File: src/rtl/ttt_board_ctrl_pkg.sv
// -----------------------------------------------------------------------------
// ttt_board_ctrl_pkg
// Shared definitions for the tic-tac-toe board controller and the win/tie
// checker that sits beside it: cell codes, outcome codes, controller state
// encoding, cell index constants and a small player-toggle helper.
// -----------------------------------------------------------------------------
package ttt_board_ctrl_pkg;

  // Cell contents / player codes
  localparam logic [1:0] CELL_EMPTY = 2'b00;
  localparam logic [1:0] CELL_P1    = 2'b01;
  localparam logic [1:0] CELL_P2    = 2'b10;

  // Outcome codes reported by the checker
  localparam logic [2:0] OUT_IN_PROGRESS = 3'd0;
  localparam logic [2:0] OUT_P1_WIN      = 3'd1;
  localparam logic [2:0] OUT_P1_LOSE     = 3'd2;
  localparam logic [2:0] OUT_TIE         = 3'd3;

  // Controller states; code 2'd3 is unused and recovers to ST_PLAY
  typedef enum logic [1:0] {
    ST_PLAY  = 2'd0,
    ST_CHECK = 2'd1,
    ST_DONE  = 2'd2
  } state_t;

  // Cell indices, row-major
  localparam logic [3:0] POS_A1 = 4'd0;
  localparam logic [3:0] POS_A2 = 4'd1;
  localparam logic [3:0] POS_A3 = 4'd2;
  localparam logic [3:0] POS_B1 = 4'd3;
  localparam logic [3:0] POS_B2 = 4'd4;
  localparam logic [3:0] POS_B3 = 4'd5;
  localparam logic [3:0] POS_C1 = 4'd6;
  localparam logic [3:0] POS_C2 = 4'd7;
  localparam logic [3:0] POS_C3 = 4'd8;

  localparam int unsigned NUM_CELLS = 9;
  localparam logic [3:0]  MAX_MOVES = 4'd9;

  // Opponent of the given player code; anything unexpected maps to P1
  function automatic logic [1:0] other_player(input logic [1:0] player);
    logic [1:0] result;
    case (player)
      CELL_P1: result = CELL_P2;
      CELL_P2: result = CELL_P1;
      default: result = CELL_P1;
    endcase
    return result;
  endfunction

endpackage

File: src/rtl/ttt_cell_decode.sv
// -----------------------------------------------------------------------------
// ttt_cell_decode
// Maps a 4-bit cell index to a 9-bit one-hot write-enable vector plus an
// out-of-range flag for indices 9..15 (which produce an all-zero vector).
// Ports:
//   move_pos     in  4  requested cell index (0=A1 .. 8=C3)
//   cell_sel     out 9  one-hot cell select, bit i <=> cell i
//   out_of_range out 1  move_pos > 8
// -----------------------------------------------------------------------------
module ttt_cell_decode
  import ttt_board_ctrl_pkg::*;
(
  input  logic [3:0] move_pos,
  output logic [8:0] cell_sel,
  output logic       out_of_range
);

  // One-hot decode of the requested cell index
  always_comb begin
    cell_sel     = 9'd0;
    out_of_range = 1'b0;
    for (int i = 0; i < NUM_CELLS; i++) begin
      cell_sel[i] = (move_pos == 4'(i));
    end
    if (move_pos > POS_C3) begin
      out_of_range = 1'b1;
    end else begin
      out_of_range = 1'b0;
    end
  end

endmodule

File: src/rtl/ttt_board_ctrl.sv
// -----------------------------------------------------------------------------
// ttt_board_ctrl
// Board/turn controller for tic-tac-toe. Holds the nine cells, validates move
// requests, alternates players and reads back the combinational checker's
// outcome one cycle after each accepted move. Freezes the board once the
// checker reports a win, loss or tie.
// Ports:
//   clk, reset            clock (rising edge), synchronous active-high reset
//   new_game              one-cycle request: clear board and restart
//   move_valid, move_pos  move request strobe and target cell index
//   outcome_in            checker outcome (0 in progress, 1 win, 2 lose, 3 tie)
//   grid_A1 .. grid_C3    registered cell contents
//   turn                  code of the player to move
//   move_ready            a move will be accepted this cycle
//   move_err              one-cycle pulse after a rejected move
//   move_count            accepted moves, saturating at 9
//   game_over, result     DONE flag and outcome latched on entry to DONE
// -----------------------------------------------------------------------------
module ttt_board_ctrl
  import ttt_board_ctrl_pkg::*;
#(
  parameter logic [1:0] FIRST_PLAYER = 2'b01
) (
  input  logic       clk,
  input  logic       reset,
  input  logic       new_game,
  input  logic       move_valid,
  input  logic [3:0] move_pos,
  input  logic [2:0] outcome_in,
  output logic [1:0] grid_A1,
  output logic [1:0] grid_A2,
  output logic [1:0] grid_A3,
  output logic [1:0] grid_B1,
  output logic [1:0] grid_B2,
  output logic [1:0] grid_B3,
  output logic [1:0] grid_C1,
  output logic [1:0] grid_C2,
  output logic [1:0] grid_C3,
  output logic [1:0] turn,
  output logic       move_ready,
  output logic       move_err,
  output logic [3:0] move_count,
  output logic       game_over,
  output logic [2:0] result
);

  state_t     state_r, next_state_s;
  logic [1:0] cells_r   [NUM_CELLS];
  logic [1:0] cells_nxt_s [NUM_CELLS];
  logic [1:0] turn_r, turn_nxt_s;
  logic [3:0] count_r, count_nxt_s;
  logic       err_r, err_nxt_s;
  logic       game_over_r, game_over_nxt_s;
  logic [2:0] result_r, result_nxt_s;
  logic       ready_r;

  logic [8:0] cell_sel_s;
  logic       out_of_range_s;
  logic       target_empty_s;
  logic       legal_s;
  logic       illegal_s;

  ttt_cell_decode u_cell_decode (
    .move_pos     (move_pos),
    .cell_sel     (cell_sel_s),
    .out_of_range (out_of_range_s)
  );

  // Classify the current request; only meaningful while in PLAY
  always_comb begin
    target_empty_s = 1'b0;
    for (int i = 0; i < NUM_CELLS; i++) begin
      target_empty_s = target_empty_s | (cell_sel_s[i] & (cells_r[i] == CELL_EMPTY));
    end
    legal_s   = move_valid & ~out_of_range_s & target_empty_s;
    illegal_s = move_valid & (out_of_range_s | ~target_empty_s);
  end

  // State register
  always_ff @(posedge clk) begin
    if (reset) begin
      state_r <= ST_PLAY;
      ready_r <= 1'b1;
    end else begin
      state_r <= next_state_s;
      ready_r <= (next_state_s == ST_PLAY);
    end
  end

  // Next-state logic; new_game always returns to PLAY
  always_comb begin
    next_state_s = ST_PLAY;
    if (new_game) begin
      next_state_s = ST_PLAY;
    end else begin
      case (state_r)
        ST_PLAY: begin
          if (legal_s) begin
            next_state_s = ST_CHECK;
          end else begin
            next_state_s = ST_PLAY;
          end
        end
        ST_CHECK: begin
          if (outcome_in != OUT_IN_PROGRESS) begin
            next_state_s = ST_DONE;
          end else begin
            next_state_s = ST_PLAY;
          end
        end
        ST_DONE:  next_state_s = ST_DONE;
        default:  next_state_s = ST_PLAY;
      endcase
    end
  end

  // Next values of the board, turn, counters and status outputs
  always_comb begin
    for (int i = 0; i < NUM_CELLS; i++) begin
      cells_nxt_s[i] = cells_r[i];
    end
    turn_nxt_s      = turn_r;
    count_nxt_s     = count_r;
    err_nxt_s       = 1'b0;
    game_over_nxt_s = game_over_r;
    result_nxt_s    = result_r;
    if (new_game) begin
      // Clear exactly as reset does; a simultaneous move is dropped silently
      for (int i = 0; i < NUM_CELLS; i++) begin
        cells_nxt_s[i] = CELL_EMPTY;
      end
      turn_nxt_s      = FIRST_PLAYER;
      count_nxt_s     = 4'd0;
      game_over_nxt_s = 1'b0;
      result_nxt_s    = OUT_IN_PROGRESS;
    end else begin
      case (state_r)
        ST_PLAY: begin
          if (legal_s) begin
            for (int i = 0; i < NUM_CELLS; i++) begin
              if (cell_sel_s[i]) begin
                cells_nxt_s[i] = turn_r;
              end else begin
                cells_nxt_s[i] = cells_r[i];
              end
            end
            count_nxt_s = (count_r == MAX_MOVES) ? count_r : (count_r + 4'd1);
          end else if (illegal_s) begin
            err_nxt_s = 1'b1;
          end else begin
            err_nxt_s = 1'b0;
          end
        end
        ST_CHECK: begin
          // Turn stays with the player who just ended the game
          if (outcome_in != OUT_IN_PROGRESS) begin
            game_over_nxt_s = 1'b1;
            result_nxt_s    = outcome_in;
          end else begin
            turn_nxt_s = other_player(turn_r);
          end
        end
        ST_DONE: begin
          if (move_valid) begin
            err_nxt_s = 1'b1;
          end else begin
            err_nxt_s = 1'b0;
          end
        end
        default: err_nxt_s = 1'b0;
      endcase
    end
  end

  // Datapath registers
  always_ff @(posedge clk) begin
    if (reset) begin
      for (int i = 0; i < NUM_CELLS; i++) begin
        cells_r[i] <= CELL_EMPTY;
      end
      turn_r      <= FIRST_PLAYER;
      count_r     <= 4'd0;
      err_r       <= 1'b0;
      game_over_r <= 1'b0;
      result_r    <= OUT_IN_PROGRESS;
    end else begin
      for (int i = 0; i < NUM_CELLS; i++) begin
        cells_r[i] <= cells_nxt_s[i];
      end
      turn_r      <= turn_nxt_s;
      count_r     <= count_nxt_s;
      err_r       <= err_nxt_s;
      game_over_r <= game_over_nxt_s;
      result_r    <= result_nxt_s;
    end
  end

  assign grid_A1    = cells_r[0];
  assign grid_A2    = cells_r[1];
  assign grid_A3    = cells_r[2];
  assign grid_B1    = cells_r[3];
  assign grid_B2    = cells_r[4];
  assign grid_B3    = cells_r[5];
  assign grid_C1    = cells_r[6];
  assign grid_C2    = cells_r[7];
  assign grid_C3    = cells_r[8];
  assign turn       = turn_r;
  assign move_ready = ready_r;
  assign move_err   = err_r;
  assign move_count = count_r;
  assign game_over  = game_over_r;
  assign result     = result_r;

endmodule

File: config.mk
export PLATFORM = sky130hd
export DESIGN_NAME = ttt_board_ctrl
export DESIGN_NICKNAME = d
export VERILOG_FILES = /design/src/rtl/ttt_board_ctrl_pkg.sv /design/src/rtl/ttt_cell_decode.sv /design/src/rtl/ttt_board_ctrl.sv
export SDC_FILE = /design/constraint.sdc
export NUM_CORES = 1
export LEC_CHECK = 0
export BUFFER_PORTS_ARGS = -buffer_cell sky130_fd_sc_hd__buf_2
export CAP_MARGIN = 20
export CORE_MARGIN = 2
export CORE_UTILIZATION = 54
export DETAILED_ROUTE_END_ITERATION = 16
export GPL_ROUTABILITY_DRIVEN = 0
export HOLD_SLACK_MARGIN = 0.1
export PLACE_DENSITY = 0.83
export SLEW_MARGIN = 10
export SYNTH_ARGS = -nofsm -noshare
export SYNTH_HDL_FRONTEND = slang
export SYNTH_SLANG_ARGS = --single-unit
export TNS_END_PERCENT = 30
File: constraint.sdc
create_clock -name clk -period 3.3 [get_ports clk]
set_clock_uncertainty 0.05 [all_clocks]
set_input_delay 0.165 -clock clk [delete_from_list [all_inputs] [get_ports clk]]
set_output_delay 0.165 -clock clk [all_outputs]
set_load 0.02 [all_outputs]
==> results of run 1 <==
==> worst min-delay path: cells and delay by family <==
kind,cells,cell delay (ns)
buffers and inverters,1,0.15
AO/OA/AOI/OAI,1,0.06
AND/OR/NAND/NOR,1,0.12
==> registers in the layout, summed over array words and instances (netlist names) <==
| name | cells |
|---|---|
| cells_r | 18 |
| game_over | 1 |
| move_count | 4 |
| move_err | 1 |
| move_ready | 1 |
| result | 3 |
| state_r | 2 |
| turn | 2 |
==> routing by layer <==
metal	up-vias	global-route usage, %	share of wire [%]
li1	649	-	-
met4	0	9.756	0.40
met5	-	0	0
met3	2	8.871	6.7
met2	44	37.50	48
met1	597	31.04	45
==> layout make-up <==
cell class,count,area (um2)
clock buffers,6,51.30
clock inverters,2,10.01
fillers,216,763.2
inverters,1,3.754
multi-input cells,116,703.2
flip-flops and latches,32,640.6
well taps,30,37.54
repair buffers,47,267.8
==> cells by family after synthesis <==
group	count (synthesis)	synth area share, %
flip-flops	32	45.39
multiplexers	3	2.128
buffers and inverters	9	4.786
adder cells (fa/ha/maj)	2	1.773
AND/OR/NAND/NOR	78	30.76
AO/OA/AOI/OAI	33	15.16
==> power groups by stage <==
stage                     logic (W)  clock network [W]  registers [W]
final                     0.0000730           0.000234       0.000391
after global routing      0.0000799           0.000258       0.000392
after CTS                 0.0000725           0.000242       0.000391
after detailed placement  0.0000666                  0       0.000400
after global placement    0.0000650                  0       0.000400
after floorplan           0.0000504                  0       0.000403
==> worst paths after layout <==
kind	startpoint	endpoint	slack [ns]	cells after the start
min	move_pos[1]	cells_r[0][6]	0.15	3
min reg2reg	cells_r[0][0]	cells_r[0][0]	0.42	2
max reg2reg	cells_r[0][10]	move_count[3]	1.26	5
max	cells_r[0][10]	move_count[3]	1.26	5
==> stage by stage <==
stage | hold WS (ns) | area (um2)
6_report | 0.1501 | 1714
5_1_grt | 0.1478 | 1714
4_1_cts | 0.1216 | 1714
3_5_place_dp | 0.3799 | 1593
3_3_place_gp | 0.3672 | 1593
2_1_floorplan | 0.2510 | 1411
==> cells in the final DEF (no fill, tap or decap), types with 2 or more instances in the layout <==
| master | n |
|---|---|
| nor2b_1 | 2 |
| o21ai_0 | 3 |
| nand3_4 | 2 |
| nand2b_1 | 2 |
| nand2_1 | 32 |
| dlygate4sd3_1 | 6 |
| nor4b_1 | 6 |
| clkinv_2 | 2 |
| nand3_1 | 4 |
| buf_2 | 40 |
| o21ai_1 | 18 |
| nor3_1 | 2 |
| nor4_1 | 2 |
| clkbuf_4 | 5 |
| ha_1 | 2 |
| a22oi_1 | 2 |
| or3_1 | 3 |
| nor2_1 | 11 |
| nand3b_1 | 2 |
| dfxtp_1 | 32 |
| a21oi_1 | 5 |
| mux2i_1 | 3 |
| o211ai_4 | 2 |
==> repair_timing <==
item	CTS	global route
gates resized for setup	0	0
hold buffers	6	0
hold endpoints to repair	5	0
==> results.sh, run 1 <==
export IMPL_die_area_um2=3039
export IMPL_fmax_mhz=490.9
export IMPL_setup_ws_ns=1.263
export IMPL_drcViolationCount=0
export IMPL_drv_cap=0
export IMPL_synth_cells=157
export IMPL_die_w_um=55.13
export IMPL_final_util_pct=69.19
export IMPL_syn2layout_area_growth_pct=21.45
export IMPL_synthArstFlopShare_pct=0
export IMPL_slowest_stage="or4b_1"
export IMPL_combPwrFrac_pct=10.5
export IMPL_min_period_over_period_pct=61.73
export IMPL_postRouteAntennaNets=0
export IMPL_powerDensity_nw_per_um2=407.4
export IMPL_intPower_w=0.0005199
export IMPL_vdd_ir_drop_max_mv=0.3457
export IMPL_synth_edff_count=0
export IMPL_preCtsSetupSlack_ns=1.282
export IMPL_status="completed"
export IMPL_setup_violations=0
export IMPL_crit_buf_inv=0
export IMPL_finalHoldViolations=0
export IMPL_rsz0062_at_grt="no"
export IMPL_synth_seq_cells=32
export IMPL_dp_cells=220
export IMPL_slew_headroom_pct=42.23
export IMPL_drtIter0Drc=46
export IMPL_criticalPathCategory="reg -> reg"
export IMPL_routed_wirelength_mm=3.235
export IMPL_io_pins=41
export IMPL_arrival_ns=2.23
export IMPL_hpwl_mm=2.306
export IMPL_syn_num_nets=170
export IMPL_cpPeakStageDelay_ns=0.51
export IMPL_seqPwrFrac_pct=56.1
export IMPL_clockBufferDepth=2
export IMPL_rows=18
export IMPL_fin_nets=216
export IMPL_grt_total_usage_pct=24.41
export IMPL_switching_power_w=0.0001785
export IMPL_cts_max_level=2
export IMPL_grt_max_degree=17
export IMPL_path_cells="or4b_1 -> a211o_1 -> o211ai_4 -> a21oi_1 -> a31o_1"
export IMPL_yosysTopAreaCell="dfxtp_1"
export IMPL_crit_path_start_kind="register"
export IMPL_io_buffers=40
export IMPL_clk_pin_slew_ns=0.10
export IMPL_hp_class="in -> reg"
export IMPL_antenna_found_initial=0
export IMPL_yosys_warnings=0
export IMPL_end_kind="register"
export IMPL_die_h_um=55.13
export IMPL_cts_sinks=32
export IMPL_synthTopCellsByArea="dfxtp_1 45%, nand2_1 8.5%, o21ai_1 6.4%"
export IMPL_path_delay_family="compound AO/OA/AOI/OAI gates"
export IMPL_start_util_pct=56.97
export IMPL_cts_made_buffers=5
export IMPL_grt_pass1_vias=1162
export IMPL_layout_drive_gt1_share_pct=26.96
export IMPL_postCtsSetupRepairBufs=0
export IMPL_synth_common_cells="32 x dfxtp_1, 32 x nand2_1, 18 x o21ai_1, 11 x nor2_1, 6 x nor4b_1"
export IMPL_total_power_w=0.0006983
export IMPL_path_max_fanout=8
export IMPL_stdcell_count=234
export IMPL_syn_avg_cell_area_um2=8.990
export IMPL_fp_coreArea_um2=2477
export IMPL_p_sw_share_pct=25.56
export IMPL_pwr_share_clk_pct=33.5
export IMPL_finalSetupTns_ns=0
export IMPL_yosysSeqAreaShare_pct=45.39
export IMPL_p_leak_nw=0.7077
export IMPL_required_ns=3.49
export IMPL_clk_latency_ns=0.33
export IMPL_vias_per_cell=5.521
export IMPL_cts_tree="done"
export IMPL_synth_top_area_share_pct=45.39
export IMPL_synth_ff_type="dfxtp_1"
export IMPL_vias=1292
export IMPL_routedWlPerCell_um=13.82
export IMPL_slew_violations=0
export IMPL_n_antenna_cell=0
export IMPL_synth_distinct_cells=38
export IMPL_dr_pass1_iters=4
export IMPL_worstMarginPinSlew_ns=0.8633
export IMPL_gr_total_overflow=0
export IMPL_grt_pass1_wl_mm=5.057
export IMPL_cts_root_buffer="clkbuf_4"
export IMPL_period_needed_ns=2.037
export IMPL_synth_area_um2=1411
(Power assumes the default switching activity.)
==> inputs of run 2 (changes only) <==
--- a/config.mk
+++ b/config.mk
@@ -8,11 +8,11 @@
 export BUFFER_PORTS_ARGS = -buffer_cell sky130_fd_sc_hd__buf_2
 export CAP_MARGIN = 20
 export CORE_MARGIN = 2
-export CORE_UTILIZATION = 54
+export CORE_UTILIZATION = 50
 export DETAILED_ROUTE_END_ITERATION = 16
 export GPL_ROUTABILITY_DRIVEN = 0
 export HOLD_SLACK_MARGIN = 0.1
-export PLACE_DENSITY = 0.83
+export PLACE_DENSITY = 0.77
 export SLEW_MARGIN = 10
 export SYNTH_ARGS = -nofsm -noshare
 export SYNTH_HDL_FRONTEND = slang
==> constraint.sdc (replaced) <==
create_clock -name clk -period 1.9 [get_ports clk]
set_clock_uncertainty 0.05 [all_clocks]
set_input_delay 0.095 -clock clk [delete_from_list [all_inputs] [get_ports clk]]
set_output_delay 0.095 -clock clk [all_outputs]
set_load 0.02 [all_outputs]
==> results.sh, run 2 (same netlist as run 1, synthesis figures left out) <==
export IMPL_io_buffers=40
export IMPL_fillerInstances=233
export IMPL_drcViolationCount=0
export IMPL_crit_path_start_kind="register"
export IMPL_vias=1359
export IMPL_p_leak_nw=0.7507
export IMPL_fin_nets=224
export IMPL_gr_total_overflow=0
export IMPL_grtUsageMet1_pct=28.92
export IMPL_clockBufferDepth=2
export IMPL_cts_made_buffers=5
export IMPL_routed_wirelength_mm=3.530
export IMPL_slew_headroom_pct=64.36
export IMPL_routedWlPerCell_um=14.59
export IMPL_rows=19
export IMPL_cpPeakStageDelay_ns=0.50
export IMPL_clk_latency_ns=0.33
export IMPL_drtIter0Drc=35
export IMPL_io_pins=41
export IMPL_use_met2_pct=34.98
export IMPL_finalSetupTns_ns=-0.1826
export IMPL_violations="setup timing"
export IMPL_start_util_pct=52.08
export IMPL_cp_depth=6
export IMPL_die_w_um=57.13
export IMPL_clk_pin_slew_ns=0.09
export IMPL_path_max_fanout=10
export IMPL_criticalPathCategory="reg -> reg"
export IMPL_dr_pass1_iters=4
export IMPL_final_util_pct=67.36
export IMPL_cts_root_buffer="clkbuf_4"
export IMPL_path_delay_family="compound AO/OA/AOI/OAI gates"
export IMPL_setup_violations=11
export IMPL_cts_max_level=2
export IMPL_grt_total_usage_pct=21.55
export IMPL_use_met3_pct=4.308
export IMPL_preCtsSetupSlack_ns=-0.05712
export IMPL_powerDensity_nw_per_um2=693.9
export IMPL_reg2reg_depth=6
export IMPL_fp_coreArea_um2=2710
export IMPL_period_needed_ns=1.933
export IMPL_path_cells="or4b_1 -> a211o_1 -> o211ai_4 -> buf_12 -> a21oi_1 -> a31o_1"
export IMPL_n_antenna_cell=0
export IMPL_mostFrequentLayoutCells="40 x buf_2, 32 x nand2_1, 30 x dfxtp_1"
export IMPL_rsz0062_at_grt="yes"
export IMPL_cts_sinks=32
export IMPL_largest_reg_flops=18
export IMPL_die_h_um=57.13
export IMPL_arrival_ns=2.11
export IMPL_crit_buf_inv=1
export IMPL_final_common_cell="buf_2"
export IMPL_setup_ws_ns=-0.03267
export IMPL_layout_drive_gt1_share_pct=30.81
export IMPL_grt_pass1_wl_mm=5.533
export IMPL_end_kind="register"
export IMPL_worstMarginPinSlew_ns=0.5262
export IMPL_postRouteAntennaNets=0
export IMPL_grt_max_degree=22
export IMPL_hpwl_mm=2.382
export IMPL_status="finished with violations"
export IMPL_fmax_mhz=517.4
export IMPL_min_period_over_period_pct=101.7
export IMPL_total_power_w=0.001267
export IMPL_vdd_ir_drop_max_mv=0.5196
export IMPL_die_area_um2=3264
export IMPL_finalHoldViolations=0
export IMPL_slowest_stage="or4b_1"
export IMPL_vias_per_cell=5.616
export IMPL_antenna_found_initial=0
export IMPL_top_register="cells_r"
export IMPL_slew_violations=0
export IMPL_hold_depth=3
export IMPL_syn2layout_area_growth_pct=29.34
export IMPL_hp_class="in -> reg"
export IMPL_grt_busiest_layer="met2"
export IMPL_drv_cap=0
export IMPL_required_ns=2.08
export IMPL_cts_tree="done"
export IMPL_grt_pass1_vias=1238
## run 2: report_power, final
part / leakage, nW / internal, W / switching [W] / total (W)
logic: 0.454 / 0.0000675 / 0.0000884 / 0.000156
clock network: 0.0374 / 0.000210 / 0.000223 / 0.000432
registers: 0.259 / 0.000674 / 0.00000420 / 0.000679
## run 2: repair_timing
item | in CTS | in global routing
pin swaps | 3 | 1
buffers inserted | 1 | 0
hold buffers | 8 | 0
gates resized for setup | 2 | 2
gates cloned | 1 | 1
setup endpoints to repair | 23 | 23
endpoints found under the hold margin | 11 | 0
## run 2: final timing paths
check	start	endpoint	slack, ns
worst max-delay path	cells_r[0][11]	move_count[3]	-0.03
worst min-delay path	move_pos[0]	cells_r[0][6]	0.10
worst max register to register	cells_r[0][11]	move_count[3]	-0.03
worst min register to register	result[0]	result[0]	0.41
## run 2: layer usage
layer	routed length (um)	vias up
li1	-	665
met1	1532	651
met2	1771	35
met3	176	8
met4	49	0
met5	0	-
## run 2: per-stage QoR
step	instances	hold WS, ns	cell area (um2)
2_1_floorplan	157	0.1810	1416
3_3_place_gp	224	0.2971	1622
3_5_place_dp	224	0.3054	1622
4_1_cts	241	0.1009	1804
5_1_grt	242	0.1160	1826
6_report	242	0.1035	1826
## run 2: cell type report
cell class,instances,area (um2),area share (%)
inverter,1,3.754,0.2056
multi-input combinational,118,742.0,40.64
tap,31,38.79,2.125
sequential,32,645.6,35.37
timing repair buffer,53,330.3,18.09
clock buffer,7,65.06,3.564
## run 2: worst reg2reg max path, stage by stage (launching register included)
cell	delay [ns]
dfxtp_2	0.34
or4b_1	0.50
a211o_1	0.31
o211ai_4	0.20
buf_12	0.17
a21oi_1	0.07
a31o_1	0.19
